File: src/rtl/complex_vector_pingpong_mem.sv
// Double-buffered complex vector row memory; banks swap at end of iteration.
// Optional conjugate read port enabled by COMPLEX_MEM_CONJ_RD_EN.
module complex_vector_pingpong_mem #(
  parameter int number_of_equations_per_cluster = 10,
  parameter int element_width = 64,
  parameter int no_of_units = 8
) (
  input  logic clk,
  input  logic reset,
  input  logic wr_en,
  input  logic [31:0] wr_addr,
  input  logic [element_width*no_of_units-1:0] wr_data,
  input  logic init_en,
  input  logic [31:0] init_addr,
  input  logic [element_width*no_of_units-1:0] init_data,
  input  logic rd_en,
  input  logic [31:0] rd_addr,
`ifdef COMPLEX_MEM_CONJ_RD_EN
  input  logic rd_conj,
`endif
  input  logic swap,
  output logic [element_width*no_of_units-1:0] rd_data,
  output logic rd_valid,
  output logic bank_sel,
  output logic [31:0] wr_count,
  output logic wr_complete,
  output logic err
);

  localparam int N = number_of_equations_per_cluster;
  localparam int EW = element_width;
  localparam int U = no_of_units;
  localparam int RW = EW * U;
  localparam int ROWS = (N + U - 1) / U;
  localparam int AW = (ROWS > 1) ? $clog2(ROWS) : 1;
  localparam int LAST_LANES = N - (ROWS - 1) * U;

  function automatic logic [RW-1:0] last_mask();
    logic [RW-1:0] m;
    m = '0;
    for (int k = 0; k < U; k++)
      if (k < LAST_LANES) m[EW*k +: EW] = '1;
    return m;
  endfunction

  localparam logic [RW-1:0] LAST_MASK = last_mask();

  logic [RW-1:0] mem [2][ROWS];
  logic [ROWS-1:0] written;

  logic wr_ok, init_ok, rd_ok;
  logic wr_fire, init_fire, rd_fire;
  logic [AW-1:0] wr_idx, init_idx, rd_idx;
  logic [RW-1:0] wr_row, init_row, rd_row;
  logic new_row;
  logic bad_access;

  assign wr_ok = wr_addr < 32'(ROWS);
  assign init_ok = init_addr < 32'(ROWS);
  assign rd_ok = rd_addr < 32'(ROWS);

  assign wr_fire = wr_en && wr_ok;
  assign init_fire = init_en && init_ok;
  assign rd_fire = rd_en && rd_ok;

  assign wr_idx = wr_addr[AW-1:0];
  assign init_idx = init_addr[AW-1:0];
  assign rd_idx = rd_addr[AW-1:0];

  // padded lanes of the last row are stored as zero so they never enter dot products
  assign wr_row = (wr_idx == AW'(ROWS - 1)) ? (wr_data & LAST_MASK) : wr_data;
  assign init_row = (init_idx == AW'(ROWS - 1)) ? (init_data & LAST_MASK) : init_data;

  assign new_row = wr_fire && !written[wr_idx];

  assign bad_access = (wr_en && !wr_ok) || (init_en && !init_ok) ||
                      (rd_en && !rd_ok) || (swap && !wr_complete);

  assign wr_complete = (wr_count == 32'(ROWS));

`ifdef COMPLEX_MEM_CONJ_RD_EN
  function automatic logic [RW-1:0] conj_mask();
    logic [RW-1:0] m;
    m = '0;
    for (int k = 0; k < U; k++) m[EW*k + 31] = 1'b1;
    return m;
  endfunction

  localparam logic [RW-1:0] CONJ_MASK = conj_mask();

  assign rd_row = mem[bank_sel][rd_idx] ^ (rd_conj ? CONJ_MASK : '0);
`else
  assign rd_row = mem[bank_sel][rd_idx];
`endif

  // write and init always hit opposite banks, so both may land in one cycle
  always_ff @(posedge clk) begin
    if (!reset) begin
      if (wr_fire) mem[~bank_sel][wr_idx] <= wr_row;
      if (init_fire) mem[bank_sel][init_idx] <= init_row;
    end
  end

  always_ff @(posedge clk) begin
    if (reset) begin
      bank_sel <= 1'b0;
      written <= '0;
      wr_count <= '0;
      err <= 1'b0;
    end else begin
      if (swap) begin
        bank_sel <= ~bank_sel;
        written <= '0;
        wr_count <= '0;
      end else if (new_row) begin
        written[wr_idx] <= 1'b1;
        wr_count <= wr_count + 32'd1;
      end
      if (bad_access) err <= 1'b1;
    end
  end

  always_ff @(posedge clk) begin
    if (reset) begin
      rd_data <= '0;
      rd_valid <= 1'b0;
    end else begin
      rd_valid <= rd_fire;
      if (rd_fire) rd_data <= rd_row;
    end
  end

endmodule

File: config.mk
export PLATFORM = sky130hd
export DESIGN_NAME = complex_vector_pingpong_mem
export DESIGN_NICKNAME = d
export VERILOG_FILES = /design/src/rtl/complex_vector_pingpong_mem.sv
export SDC_FILE = /design/constraint.sdc
export NUM_CORES = 2
export LEC_CHECK = 0
export ABC_AREA = 1
export CAP_MARGIN = 5
export CELL_PAD_IN_SITES_DETAIL_PLACEMENT = 0
export CELL_PAD_IN_SITES_GLOBAL_PLACEMENT = 1
export CORE_AREA = 2 2 646 648
export DETAILED_ROUTE_END_ITERATION = 10
export DIE_AREA = 0 0 648 650
export HOLD_SLACK_MARGIN = 0.08
export MAX_ROUTING_LAYER = met4
export PLACE_DENSITY_LB_ADDON = 0.1
export SLEW_MARGIN = 30
export SYNTH_ARGS = -nofsm -noshare
export SYNTH_HDL_FRONTEND = slang
export SYNTH_SLANG_ARGS = --single-unit
File: constraint.sdc
create_clock -name clk -period 48.1 [get_ports clk]
set_clock_uncertainty 0.1 [all_clocks]
set_input_delay 9.62 -clock clk [delete_from_list [all_inputs] [get_ports clk]]
set_output_delay 9.62 -clock clk [all_outputs]
set_load 0.01 [all_outputs]
==> flow_summary.yaml <==
power:
  ir_drop_v: 0.0000266
  p_leak_nw: 58.7
  p_per_area_mw_per_mm2: 34.9
clocking:
  cts_made_buffers: 323
  clkTransAtPathRegs_ps: 60
  cts_hold_buf: 0
  cts_sinks: 2598
  cts_tree: "done"
  clock_latency_ps: 940
  cts_setup_buffers: 0
  clock_path_buffers: 4
  cts-root-buf: "clkbuf_16"
  cts_max_level: 5
  cts_resized: 0
setup_path:
  path_class: "in2reg"
  required_ps: 48610
  critPathLaunchType: "input pin"
  cp.arrival_ps: 15560
  cp-end-kind: "flop"
  cp_max_fo: 96
  r2r-start: "bank_sel"
  ff2ff_path_depth: 9
  reg2reg_to: "mem[0][410]"
  reg2reg_slack_ps: 42130
  crit_path_start: "wr_addr[25]"
die:
  die_area_mm2: 0.421
  chipWidth_um: 648
  ios: 1674
  dieHeight_um: 650
  num_rows: 237
  core_mm2: 0.415
  start_util_pct: 29.1
logic_synthesis:
  ys_ff_latch: 2598
  async_flop_share_pct: 0
  synth.most_common_cell: "nand2_1"
  muxShareOfSynthArea_pct: 0
  synth_xor_area_share_pct: 0.109
  syn_area_mm2: 0.121
  synthFlopType: "edfxtp_1"
  synth-edff-count: 2048
  synth_fa_ha_area_share_pct: 0.0207
  syn_inst: 14000
  ys_top_cells_by_count: "nand2_1, o21ai_0, nor2_1"
  synth_top_family_by_area: "simple AND/OR/NAND/NOR gates"
  synth_nets: 15200
  synth_simple_gate_area_share_pct: 17.3
  synthDistinctLibCells: 26
  yosysTopAreaCell: "edfxtp_1"
  synth_compound_area_share_pct: 14.0
  yosys.area.top_type_share_pct: 50.9
  ys_top_cells_by_area: "edfxtp_1, o21ai_0, dfxtp_1"
  syn_avg_cell_area_um2: 8.62
  yosysWarnings: 0
  ys_seq_area_share_pct: 60.0
timing:
  fmax_ghz: 0.0665
  slew_violations: 0
  setup_viol: 0
  rsz0062_at_grt: "false"
  tightest_slew_ps: 1010
  relSlewSlack_pct: 32.4
  hold_slack_ps: 353
  timing.final.ws_setup_ps: 33050
  fin_setup_tns_ps: 0
  hold_viol_final: 0
  fin_crit_ps: 15050
  finalCritPeriodShare_pct: 31.3
global_route:
  gr-usage-met2_pct: 40.5
  grt_usage_pct: 24.9
  met1_usage_pct: 32.0
  grt-busiest-layer: "met2"
  grt_pass1_vias: 95800
  grtUsageMet3_pct: 3.05
  antenna_found_initial: 92
  grt_max_degree: 170
  overflow: 0
  grt_pass1_wl_um: 740000
detailed_routing:
  drc: 0
  vias: 100000
  wl_per_cell_um: 25.0
  drt_first_pass_iters: 5
  drtIter0Drc: 7961
  via_per_inst: 4.76
  ant_nets: 0
  wl_um: 527000
place:
  placed_cells: 20400
  detailed_place_hpwl_um: 350000
  place_area_mm2: 0.142
  dp_worst_setup_slack_ps: 31980
  place_congestion: 0.850
  place.port_buffers: 1673
run_status:
  status: "complete, no violations"
layout:
  syn2layout_area_growth_pct: 26.4
  nNetsFinal: 16300
  drive_gt1_share_pct: 4.25
  fin_area_mm2: 0.153
  fin_cells: 21000
hold_path:
  hold_depth: 2
  hold_start: "written[0]"
  hold_end: "written[0]"
  hold_path_class: "reg2reg"
run:
  max_cap_viol_count: 0
power breakdown:
group	leakage (nW)	switching [W]	total (W)	internal, W
clock network	5.16	0.00103	0.00246	0.00143
registers	21.1	0.000000648	0.00242	0.00242
logic	32.4	0.000291	0.000452	0.000160
total	58.7	0.00132	0.00533	0.00401
metrics by stage:
| step | utilization, % | power (W) |
|---|---|---|
| finish | 36.9 | 0.00533 |
| global route | 36.9 | 0.00552 |
| CTS | 36.8 | 0.00540 |
| detailed placement | 34.3 | 0.00292 |
| global placement | 34.2 | 0.00292 |
| floorplan | - | 0.00268 |
worst max-delay path: stages:
cell	delay (ps)
clkdlybuf4s50_1	480
nor2_1	170
nand2_1	70
nor2_1	100
nand2_1	100
nor2_2	350
nand2_1	90
nor2_1	230
nand2_1	210
o21ai_4	350
buf_12	540
buf_4	730
buf_4	680
buf_4	700
buf_4	520
buf_16	270
state kept, by name, indices dropped and copies added (netlist names), named ones only:
name / count
rd_data: 512
bank_sel: 1
wr_count: 32
mem: 2048
err: 1
rd_valid: 1
written: 2
how the worst max path moves through the flow:
stage                   to  slack (ps)  cells after the start
3_3_place_gp   mem[1][394]       31820                     15
2_1_floorplan    mem[0][0]        -120                      9
3_5_place_dp   mem[1][394]       31980                     16
4_1_cts        mem[1][394]       33020                     16
5_1_grt        mem[1][408]       32770                     16
6_report       mem[1][394]       33050                     16
cell families after synthesis:
| logic type | count (synthesis) |
|---|---|
| simple gates | 5365 |
| xor+xnor | 15 |
| fa+ha+maj | 2 |
| compound gates | 3371 |
| buf+inv | 2679 |
| flops | 2598 |
layer usage:
metal | vias up | part of all wire (%) | wire length (um)
li1 | 48300 | - | -
met1 | 48500 | 43 | 229000
met2 | 2683 | 48 | 254000
met3 | 657 | 4.6 | 24400
met4 | 0 | 3.7 | 19500
met5 | - | 0 | 0
final cells by class:
type	count	area, um2
multi-input cells	8753	38000
inverters	1690	6350
clock inverters	122	1190
clock buffers	479	9360
repair buffers	1846	18500
fillers	42600	262000
diodes	52	130
well taps	5497	6880
flip-flops and latches	2598	72500
layout by cell type, fill, tap and decap left out, types with 5 or more instances in the layout:
| cell | Yosys | final |
|---|---|---|
| buf_4 | 4 | 142 |
| nand3_1 | 522 | 520 |
| buf_12 | 0 | 20 |
| inv_1 | 1688 | 1688 |
| o21ai_1 | 273 | 273 |
| buf_6 | 10 | 5 |
| clkdlybuf4s50_1 | 0 | 1669 |
| buf_16 | 0 | 6 |
| nand4_1 | 7 | 7 |
| xor2_1 | 13 | 13 |
| clkbuf_16 | 0 | 334 |
| clkinv_2 | 0 | 45 |
| o21ai_0 | 2551 | 2547 |
| clkinv_1 | 1 | 36 |
| dfxtp_1 | 550 | 549 |
| bufinv_16 | 0 | 14 |
| diode_2 | 0 | 52 |
| clkbuf_1 | 691 | 99 |
| a21oi_1 | 545 | 545 |
| nor2_1 | 2055 | 2055 |
| clkinv_8 | 0 | 8 |
| clkbuf_8 | 0 | 46 |
| inv_6 | 0 | 6 |
| edfxtp_1 | 2048 | 2048 |
| nand2_1 | 2762 | 2761 |
| nand3b_1 | 14 | 14 |
No activity file was read; power rests on OpenSTA's default activity.
